==> src/rtl/mac3_frame_driver.sv <==
// mac3_frame_driver: sends an (a, b, c) triple as three validi beats, waits for valido,
// and reports whether the returned result equals a*b+c mod 2^DW.
module mac3_frame_driver #(
   parameter int DW      = 32,
   parameter int TIMEOUT = 8
) (
   input  logic          clk,
   input  logic          rst_,
   input  logic          req_valid,
   output logic          req_ready,
   input  logic [DW-1:0] req_a,
   input  logic [DW-1:0] req_b,
   input  logic [DW-1:0] req_c,
   output logic          validi,
   output logic [DW-1:0] data_in,
   input  logic          valido,
   input  logic [DW-1:0] data_out,
   output logic          rsp_valid,
   output logic [DW-1:0] rsp_data,
   output logic          rsp_ok,
   output logic          rsp_timeout,
   output logic          err_spurious
);
   localparam int CW = $clog2(TIMEOUT + 1);
   typedef enum logic [2:0] {IDLE, SEND_A, SEND_B, SEND_C, WAIT, REPORT} state_t;
   state_t        state;
   logic [DW-1:0] ra, rb, rc, expect_q;
   logic [CW-1:0] cnt;
   // Outputs are loaded with next-state values so every port is a flop.
   always_ff @(posedge clk or negedge rst_)
      if (!rst_) begin
         state        <= IDLE;
         req_ready    <= 1'b0;
         validi       <= 1'b0;
         data_in      <= '0;
         rsp_valid    <= 1'b0;
         rsp_data     <= '0;
         rsp_ok       <= 1'b0;
         rsp_timeout  <= 1'b0;
         err_spurious <= 1'b0;
         ra           <= '0;
         rb           <= '0;
         rc           <= '0;
         expect_q     <= '0;
         cnt          <= '0;
      end else begin
         if (valido && state != WAIT) err_spurious <= 1'b1;
         case (state)
            IDLE: begin
               req_ready <= 1'b1;
               if (req_valid && req_ready) begin
                  ra        <= req_a;
                  rb        <= req_b;
                  rc        <= req_c;
                  req_ready <= 1'b0;
                  validi    <= 1'b1;
                  data_in   <= req_a;
                  state     <= SEND_A;
               end
            end
            SEND_A: begin
               data_in <= rb;
               state   <= SEND_B;
            end
            SEND_B: begin
               data_in <= rc;
               state   <= SEND_C;
            end
            SEND_C: begin
               validi   <= 1'b0;
               data_in  <= '0;
               expect_q <= ra * rb + rc;
               cnt      <= CW'(1);
               state    <= WAIT;
            end
            WAIT: begin
               // A valido on the final counted cycle still wins over the timeout.
               if (valido || cnt == CW'(TIMEOUT)) begin
                  rsp_valid   <= 1'b1;
                  rsp_data    <= valido ? data_out : '0;
                  rsp_ok      <= valido && data_out == expect_q;
                  rsp_timeout <= !valido;
                  state       <= REPORT;
               end else cnt <= cnt + 1'b1;
            end
            REPORT: begin
               rsp_valid   <= 1'b0;
               rsp_data    <= '0;
               rsp_ok      <= 1'b0;
               rsp_timeout <= 1'b0;
               req_ready   <= 1'b1;
               state       <= IDLE;
            end
            default: state <= IDLE;
         endcase
      end
endmodule

==> config.mk <==
export PLATFORM = sky130hd
export DESIGN_NAME = mac3_frame_driver
export DESIGN_NICKNAME = d
export VERILOG_FILES = /design/src/rtl/mac3_frame_driver.sv
export SDC_FILE = /design/constraint.sdc
export NUM_CORES = 2
export LEC_CHECK = 0
export BUFFER_PORTS_ARGS = -buffer_cell sky130_fd_sc_hd__buf_4
export CORE_UTILIZATION = 68
export DETAILED_ROUTE_END_ITERATION = 12
export HOLD_SLACK_MARGIN = 0.08
export PLACE_DENSITY = 0.89
export SLEW_MARGIN = 5
export SYNTH_ARGS = -nofsm -noshare
export SYNTH_HDL_FRONTEND = slang
export SYNTH_SLANG_ARGS = --single-unit
==> constraint.sdc <==
create_clock -name clk -period 13.06 [get_ports clk]
set_input_delay 1.306 -clock clk [delete_from_list [all_inputs] [get_ports clk]]
set_output_delay 1.306 -clock clk [all_outputs]
set_load 0.02 [all_outputs]
# Word-level counts from Yosys, hierarchy flattened
# Index checks and enable logic that the tools add are counted.
# W data, S select, Z words.
# totals
latchBits,0
ramBits,0
in_bits,132
rom_bits,0
n_memories,0
elab_cells,65
ff_bits,205
output_inout_bits,70
# classes
n_shift,0
n_lt_le_gt_ge,0
n_reduce_logical,17
div,0
addsub,2
bitwise_logic,0
n_eq_ne,11
mux,20
n_mul,1
# op_table
cell,n
$pmux W32 S4,1
$mux W32,3
$pmux W32 S2,1
$add A32 B32 Y32,1
$eq A32 B32 Y1,1
$mul A32 B32 Y32,1
$pmux W3 S5,1
$reduce_and A2 Y1,6
$pmux W1 S2,5
$pmux W4 S2,1
$reduce_bool A2 Y1,4
$eq A3 B2 Y1 const B,2
$eq A3 B3 Y1 const B,2
$mux W3,2
$ne A2 B2 Y1 const B,3
$mux W1,5
$add A4 B1 Y4 const B,1
$eq A4 B4 Y1 const B,1
$mux W4,1
$reduce_bool A4 Y1,1
$eq A3 B1 Y1 const B,1
$logic_and A1 B1 Y1,3
$logic_not A3 Y1,1
$ne A3 B3 Y1 const B,1
2 further kinds,2

# Depth between registers and ports, before layout
# depth
word_depth,4
mapped_depth,29
ltp_nobuf,27

# Worst setup path after synthesis
# OpenSTA, ideal clock, no wires.
# synth_timing
path_type,reg2reg
from,register rb[0]
to,register expect_q[31]
setup_ns,0.131
slack_ns,6.280
t_arrival_ns,6.649
path_stages_with_launch,27
synth_period_minus_slack_ns,6.780
path_buffers,2
required_ns,12.929
path_cell_list,dfrtp_1 clkbuf_1 clkbuf_1 and2_1 fa_1 fa_1 fa_1 inv_1 fa_1 inv_1 fa_1 inv_1 fa_1 inv_1 fa_1 inv_1 fa_1 inv_1 ha_1 and3_1 nand4_1 o21bai_2 a31oi_2 o221ai_1 o21ai_1 xnor2_1 o21ai_1
# synth_via
elab_chain_cells,2
# synth_lines
element,line_no,rtl
start: declaration,27,"logic [DW-1:0] ra, rb, rc, expect_q;"
start signal: assignment,53,rb <= req_b;
$mul A32 B32 Y32,72,expect_q <= ra * rb + rc;
$add A32 B32 Y32,72,
end signal: assignment,72,
end: declaration,27,
# Every way passes these cells.
# A chain may end at the register's enable or synchronous reset.

# Worst setup path in the final report
# layout_timing
from,register rb[1]
to,register expect_q[31]
# Same word-level chain as after synthesis.

==> results.yml <==
cts:
  cts-htree-levels: 1
  cts_resized: 0
  postCtsSetupRepairBufs: 0
  clockBufferDepth: 3
  clk_pin_slew_worst_paths_ns: 0.06
  clock_latency_ns: 0.53
  clockRootBuffer: "clkbuf_16"
  cts_hold_buf: 0
  cts_sinks: 205
  cts_buffers: 21
  cts_tree: "done"
global_routing:
  grt_max_degree: 123
  use_met1: 0.490
  grt_pass1_wl_um: 117000
  gr-total-overflow: 0
  antenna_found_initial: 2
  grt.met3_usage: 0.0881
  grt-busiest-layer: "met2"
  track_usage: 0.403
  grt_pass1_vias: 21225
  grtUsageMet2: 0.648
place:
  gp_congestion: 1.00
  io_buffers: 201
  hpwl_um: 55300
die:
  num_io_pins: 202
  core.rowCount: 70
  die-width_um: 195
  core_area_um2: 36700
  start_util: 0.692
  dieHeight_um: 195
  dieArea_um2: 38100
routing:
  drt_first_iter_violations: 1824
  drc: 0
  routed_wl_um: 73400
  vias: 19366
  drtAntennaViolNets: 0
  first_pass_iters: 9
  post_drt_wl_per_cell_um: 22.9
  viasPerCell: 6.04
sta:
  maxSlewViolCount: 0
  max_freq_mhz: 132
  rsz0062_at_grt: "no"
  finalCriticalPeriod_ns: 7.60
  tightestPinTransition_ns: 1.28
  slew_headroom: 0.145
  setup_viol: 0
  setup_tns_ns: 0
  clock_skew_ns: 0.0211
  hold_viol: 0
  finalCritPeriodShare: 0.582
worst_setup_path:
  cpMostUsedCell: "fa_1"
  crit_path_end_kind: "register"
  worstPathArrival_ns: 7.98
  cp.buffers_inverters: 7
  max_stage_delay_ns: 0.85
  critPathCapture: "expect_q[31]"
  slowest_stage: "dfrtp_1"
  r2r_slack_ns: 5.46
  cp-start-kind: "register"
  cp-startpoint: "rb[1]"
  reg2reg_depth: 25
  crit_cells: 25
  required_ns: 13.44
  cp_top_family: "adder cells"
  crit_type: "reg2reg"
  critPathMaxFanout: 19
  r2r_start: "rb[1]"
  rr_endpoint: "expect_q[31]"
worst_hold_path:
  hold_path.class: "reg2reg"
logic_synthesis:
  avgSynthCellArea_um2: 9.69
  yosysWarnings: 0
  ys_top_cells_by_count: "502 x inv_1, 438 x fa_1, 337 x and2_1, 317 x nand2_1, 205 x dfrtp_1"
  synth_area_leaders: "fa_1 35%, dfrtp_1 20%, and2_1 8.3%, inv_1 7.4%, ha_1 6.2%"
  ys.flop_type: "dfrtp_1"
  syn_nets: 3317
  ys_ff_latch: 205
  yosysMostFrequentCell: "inv_1"
  synthArstFlopShare: 1.00
  synth.distinct_cells: 54
  ys_seq_area_frac: 0.202
  syn-cell-area_um2: 25400
  synth_edf_count: 0
  yosys.area.top_type_share: 0.345
  yosys.area.top_type: "fa_1"
  synthCells: 2621
run_status:
  outcome: "complete, no violations"
final_layout:
  drive_gt1_frac: 0.130
  final_net_count: 3419
  multi_input_area_um2: 17800
  syn2layout_area_growth_pct: 9.86
  fill_cells: 2295
  ff_latch_area_um2: 5130
flow_run:
  cap_violations: 0
-- worst reg2reg max path, cell delays in order (launching register included) --
cell      delay (ns)
dfrtp_1         0.85
buf_4           0.33
and2_1          0.17
fa_1            0.45
fa_1            0.52
fa_1            0.50
inv_1           0.06
fa_1            0.53
inv_1           0.05
fa_1            0.50
inv_1           0.06
fa_1            0.54
inv_1           0.05
fa_1            0.47
inv_1           0.05
fa_1            0.47
inv_1           0.04
ha_1            0.34
and3_1          0.22
nand4_1         0.09
o21bai_2        0.22
a31oi_2         0.29
o221ai_1        0.22
o21ai_1         0.19
xnor2_1         0.15
o21ai_1         0.08
-- routing by layer --
metal,vias up,routed length [um]
met1,9682,25200
li1,8125,-
met2,1189,34900
met4,0,6320
met3,370,7040
met5,-,0
-- cell usage in the layout, fill, tap and decap left out, types with 4 or more instances in the layout --
master     instances
clkbuf_16         21
o21a_1            27
buf_4            230
nor2_1            19
xor2_1            43
nand3_1            7
nand2_1          316
o21ai_0          102
o21ai_1            4
a2bb2oi_1         13
a21o_1            18
a21oi_1           27
fa_1             438
a31oi_1            5
a22o_1            31
nand4_1            6
bufinv_16          4
xnor2_1           79
nor4_1             6
and2_1           337
clkbuf_1           5
o22ai_1           33
inv_1            502
ha_1             126
mux2_2            77
nor3_1             4
dfrtp_1          205
o21bai_1           4
-- per-stage QoR --
stage	util	hold WS [ns]	cells	worst slack [ns]	cell area [um^2]
finish	0.760	0.483	3208	5.46	27900
global route	0.760	0.511	3208	5.10	27900
CTS	0.760	0.481	3206	5.49	27900
detailed placement	0.740	0.469	3168	5.55	27200
global placement	0.740	0.446	3168	5.70	27200
floorplan	-	0.465	2621	6.28	25400
-- flip-flops by register name, indices dropped and copies added, names as in the netlist, 3 cells and up --
register / cells
data_in: 32
expect_q: 32
ra: 32
rb: 32
rc: 32
rsp_data: 32
cnt: 4
state: 3
-- how the worst min path moves through the flow --
stage                 startpoint           end  slack [ns]  cells after the start
CTS                 err_spurious  err_spurious        0.48                      1
global placement    err_spurious  err_spurious        0.45                      1
finish                data_in[2]    data_in[2]        0.48                      2
detailed placement  err_spurious  err_spurious        0.47                      1
floorplan            expect_q[0]   expect_q[0]        0.47                      2
global route        err_spurious  err_spurious        0.51                      1
-- cell families after synthesis --
| kind of cell | share of synthesized area |
|---|---|
| compound gates | 0.0754 |
| xor+xnor | 0.0421 |
| fa+ha+maj | 0.407 |
| buf+inv | 0.0971 |
| flops | 0.202 |
| mux | 0.0345 |
| simple gates | 0.142 |
-- layout make-up --
| type | count | area share |
|---|---|---|
| sequential | 205 | 0.184 |
| multi-input combinational | 1762 | 0.639 |
| timing repair buffer | 231 | 0.0624 |
| tap | 468 | 0.0210 |
| clock buffer | 28 | 0.0205 |
| antenna | 2 | 0.000179 |
| clock inverter | 10 | 0.00583 |
| inverter | 502 | 0.0675 |
Power is not shown: default switching activity piles up to over one toggle a cycle in this logic, so the estimate is an artifact.
